File: src/rtl/fsm_ij_array.sv
// fsm_ij_array
//   NCH independent copies of the four-state A/B/C/D i/j Moore controller.
//   Each channel has an advance enable, a synchronous clear to A, a
//   saturating dwell counter and a one-cycle pulse after each state change.
//
// Parameters
//   NCH    number of independent channels (>= 1)
//   CNT_W  width of each per-channel dwell counter (>= 2)
//
// Ports
//   clk      in   1          rising-edge clock
//   rstn     in   1          asynchronous active-low reset
//   en       in   NCH        per-channel advance enable (0 freezes the channel)
//   clr      in   NCH        per-channel synchronous clear to A (beats en)
//   i, j     in   NCH        per-channel transition inputs
//   x, y     out  NCH        per-channel Moore outputs
//   state_o  out  2*NCH      channel k state code at [2k+1:2k]
//   dwell    out  CNT_W*NCH  channel k cycles in current state at [CNT_W*(k+1)-1:CNT_W*k]
//   changed  out  NCH        channel k high for one cycle after a state change
module fsm_ij_array #(
  parameter int NCH   = 4,
  parameter int CNT_W = 8
) (
  input  logic                 clk,
  input  logic                 rstn,
  input  logic [NCH-1:0]       en,
  input  logic [NCH-1:0]       clr,
  input  logic [NCH-1:0]       i,
  input  logic [NCH-1:0]       j,
  output logic [NCH-1:0]       x,
  output logic [NCH-1:0]       y,
  output logic [2*NCH-1:0]     state_o,
  output logic [CNT_W*NCH-1:0] dwell,
  output logic [NCH-1:0]       changed
);

  typedef enum logic [1:0] {
    ST_A = 2'b00,
    ST_B = 2'b01,
    ST_C = 2'b10,
    ST_D = 2'b11
  } state_t;

  localparam logic [CNT_W-1:0] DWELL_MAX = '1;

  genvar gi;
  generate
    for (gi = 0; gi < NCH; gi++) begin : g_ch
      state_t           state_reg, state_next, step_next;
      logic [CNT_W-1:0] dwell_reg, dwell_next;
      logic             changed_reg, changed_next;

      // Where the channel would go if it were allowed to advance this cycle.
      always_comb begin
        step_next = state_reg;
        case (state_reg)
          ST_A:    step_next = i[gi] ? ST_B : ST_A;
          ST_B:    step_next = i[gi] ? ST_C : ST_D;
          ST_C:    step_next = i[gi] ? ST_B : (j[gi] ? ST_C : ST_D);
          ST_D:    step_next = i[gi] ? ST_D : (j[gi] ? ST_C : ST_A);
          default: step_next = ST_A;
        endcase
      end

      // Clear beats enable; a frozen channel keeps state and dwell.
      always_comb begin
        state_next   = state_reg;
        dwell_next   = dwell_reg;
        changed_next = 1'b0;
        if (clr[gi]) begin
          state_next = ST_A;
          dwell_next = '0;
        end else if (en[gi]) begin
          if (step_next != state_reg) begin
            state_next   = step_next;
            dwell_next   = '0;
            changed_next = 1'b1;
          end else if (dwell_reg != DWELL_MAX) begin
            // Self-loop: count time spent here, sticking at all-ones.
            dwell_next = dwell_reg + CNT_W'(1);
          end
        end
      end

      always_ff @(posedge clk or negedge rstn) begin
        if (!rstn) begin
          state_reg   <= ST_A;
          dwell_reg   <= '0;
          changed_reg <= 1'b0;
        end else begin
          state_reg   <= state_next;
          dwell_reg   <= dwell_next;
          changed_reg <= changed_next;
        end
      end

      // Decode from the register only: A=11, B=01, C=10, D=10.
      assign x[gi] = (state_reg != ST_B);
      assign y[gi] = ~state_reg[1];

      assign state_o[2*gi +: 2]         = state_reg;
      assign dwell[CNT_W*gi +: CNT_W]   = dwell_reg;
      assign changed[gi]                = changed_reg;
    end
  endgenerate

endmodule
File: config.mk
export PLATFORM = sky130hd
export DESIGN_NAME = fsm_ij_array
export DESIGN_NICKNAME = d
export VERILOG_FILES = /design/src/rtl/fsm_ij_array.sv
export SDC_FILE = /design/constraint.sdc
export NUM_CORES = 1
export LEC_CHECK = 0
export ABC_AREA = 1
export CAP_MARGIN = 30
export CORE_MARGIN = 3
export CORE_UTILIZATION = 50
export CTS_CLUSTER_SIZE = 40
export DETAILED_ROUTE_END_ITERATION = 7
export PLACE_DENSITY_LB_ADDON = 0.3
export SETUP_SLACK_MARGIN = 0.2
export SLEW_MARGIN = 20
export SYNTH_ARGS = -nofsm -noshare
export SYNTH_HDL_FRONTEND = slang
export SYNTH_SLANG_ARGS = --single-unit
File: constraint.sdc
create_clock -name clk -period 1.7 [get_ports clk]
set_input_delay 0.34 -clock clk [delete_from_list [all_inputs] [get_ports clk]]
set_output_delay 0.34 -clock clk [all_outputs]
set_load 0.05 [all_outputs]
==> impl_metrics.yaml <==
status:
  status: "completed"
logic_synthesis:
  syn_area_um2: 2920
  ys_types: 34
  yosys-top-cells-area: "dfrtp_1 38%, nand2_1 16%, nand3_1 8.9%"
  async_reset_ff_frac: 1.00
  synth_top_area_frac: 0.378
  syn_area_per_cell_um2: 6.99
  synth_common_cells: "122 x nand2_1, 52 x inv_1, 52 x nand3_1"
  synth-edff-count: 0
  synthCells: 417
  ys_seq_area_frac: 0.378
  yosys_warnings: 0
  ys_ff_latch: 44
  synth_top_area_cell: "dfrtp_1"
  syn_nets: 439
  synthFlopType: "dfrtp_1"
  post-synth-top-count-cell: "nand2_1"
sta:
  rsz0062_at_grt: "yes"
  maxSlewViolCount: 0
  fin_worst_skew_ns: 0.00525
  fin_crit_sh: 0.859
  tightest_slew_ns: 0.569
  fmax_ghz: 0.685
  hold_viol: 0
  max_slew_margin: 0.621
  setup_viol: 0
  min_period_ns: 1.46
setup_path:
  r2r_start: "g_ch[0].dwell_reg[1]"
  cp_max_fo: 5
  crit_start: "g_ch[0].state_reg[1]"
  critPathCaptureType: "primary output"
  required_ns: 1.36
  arrival_ns: 1.12
  path_class: "reg2out"
  cp-start-kind: "flop"
detailed_routing:
  vias_per_cell: 5.25
  wire_per_inst_um: 12.7
  dr.pass1.iters: 5
  drt_iter0_markers: 215
  ant_nets: 0
  route.detailed.drc: 0
  wirelength_um: 7470
  vias: 3094
clock_network:
  clockBufferDepth: 2
  cts_root_buffer: "clkbuf_8"
  clk_pin_slew_ns: 0.08
  hold_buffers: 0
  clock-sinks: 44
  numCtsBuffers: 5
  cts_max_level: 2
  tritoncts: "yes"
  clk_latency_ns: 0.29
power_and_ir_drop:
  finalPower_mw: 2.52
  p_leak_nw: 2.05
  vdd_ir_drop_max_uv: 398
  powerDensity_nw_per_um2: 604
grt:
  grt_pass1_wl_um: 11800
  grt_overflow: 0
  grt_pass1_vias: 2779
  grt_use_total: 0.221
  antenna_found_initial: 0
  grt_start_max_net_pins: 45
floorplan:
  die_h_um: 82.4
  rows: 27
  coreArea_um2: 5570
  die_x_um: 82.4
  pin_count: 70
  die_area_um2: 6780
  initial_core_util: 0.523
layout:
  syn2layout_area_growth_pct: 42.9
  fin_nets: 539
  postLayoutCoreUtil: 0.747
  drive_gt1_frac: 0.323
  largest_reg_flops: 32
  fill_cells: 438
  num_antenna_cells: 0
job:
  cap_violations: 0
min_path:
  worstHoldPathType: "in2async"
placement:
  io_buffers: 69
  post-dp-hpwl_um: 5290
  gp_congestion: 0.909
-- what timing repair did --
action | 4_1_cts | 5_1_grt
gates resized for setup | 0 | 13
cloned | 0 | 2
pin swaps | 0 | 3
buffers inserted | 1 | 11
setup endpoints to repair | 1 | 33
-- layout by cell type (no fill, tap or decap), types with 13 or more instances in the layout --
cell             instances
buf_4                   66
nand2_1                118
nand2_2                 14
dfrtp_1                 24
inv_1                   49
nand3_1                 51
dfrtp_2                 20
o21ai_0                 18
buf_12                  17
clkdlybuf4s50_1         15
nor2_1                  39
nand4_1                 13
-- critical path, stage by stage (launching register included) --
cell and delay (ns):
dfrtp_2 0.43, clkinvlp_4 0.17, nand2_4 0.10, buf_12 0.13
-- layout make-up --
class | count | area, um2 | share of cell area
multi-input cells | 309 | 1640 | 0.394
flip-flops and latches | 44 | 1130 | 0.270
repair buffers | 100 | 1000 | 0.241
inverters | 57 | 229 | 0.0550
well taps | 72 | 90.1 | 0.0216
clock buffers | 6 | 72.6 | 0.0174
clock inverters | 1 | 5.00 | 0.00120
-- per-stage QoR --
| stage | setup TNS (ns) | hold slack [ns] | setup WS [ns] | cell area (um2) | std cells |
|---|---|---|---|---|---|
| after floorplan | 0 | 0.0444 | 0.0962 | 3020 | 417 |
| after global placement | -0.0162 | 0.448 | -0.0139 | 3930 | 568 |
| after detailed placement | -0.501 | 0.459 | -0.0634 | 3930 | 568 |
| after CTS | 0 | 0.135 | 0.201 | 4010 | 576 |
| after global routing | 0 | 0.150 | 0.147 | 4170 | 589 |
| final | 0 | 0.113 | 0.240 | 4170 | 589 |
-- logic make-up (layout without fill, tap and decap cells) --
group,Yosys count,count (layout),share of synthesized area
simple gates,261,263,0.410
buf+inv,66,164,0.103
fa+ha+maj,4,4,0.0172
compound gates,39,39,0.0833
xor+xnor,3,3,0.00901
flops,44,44,0.378
-- worst paths after layout --
path	endpoint	cells after the start	slack [ns]
worst max-delay path	x[0]	3	0.24
worst min-delay path	g_ch[1].changed_reg	2	0.11
worst max register to register	g_ch[0].dwell_reg[7]	8	0.27
worst min register to register	g_ch[2].dwell_reg[5]	2	0.54
max in group asynchronous	g_ch[1].dwell_reg[0]	2	1.16
min in group clk	g_ch[2].dwell_reg[5]	2	0.54
-- report_power, final --
part / leakage (nW) / switching, mW / internal, mW
clock network: 0.0410 / 0.348 / 0.280
registers: 0.574 / 0.0599 / 1.09
logic: 1.43 / 0.446 / 0.297
total: 2.05 / 0.853 / 1.66
-- per-layer routing --
layer | GRT usage | up-vias | wire, um
met5 | 0 | - | 0
met4 | 0.0648 | 0 | 89
met3 | 0.0477 | 9 | 504
met2 | 0.391 | 112 | 3690
met1 | 0.268 | 1440 | 3190
li1 | - | 1533 | -
Note: power is estimated with default switching activity, not from simulation.
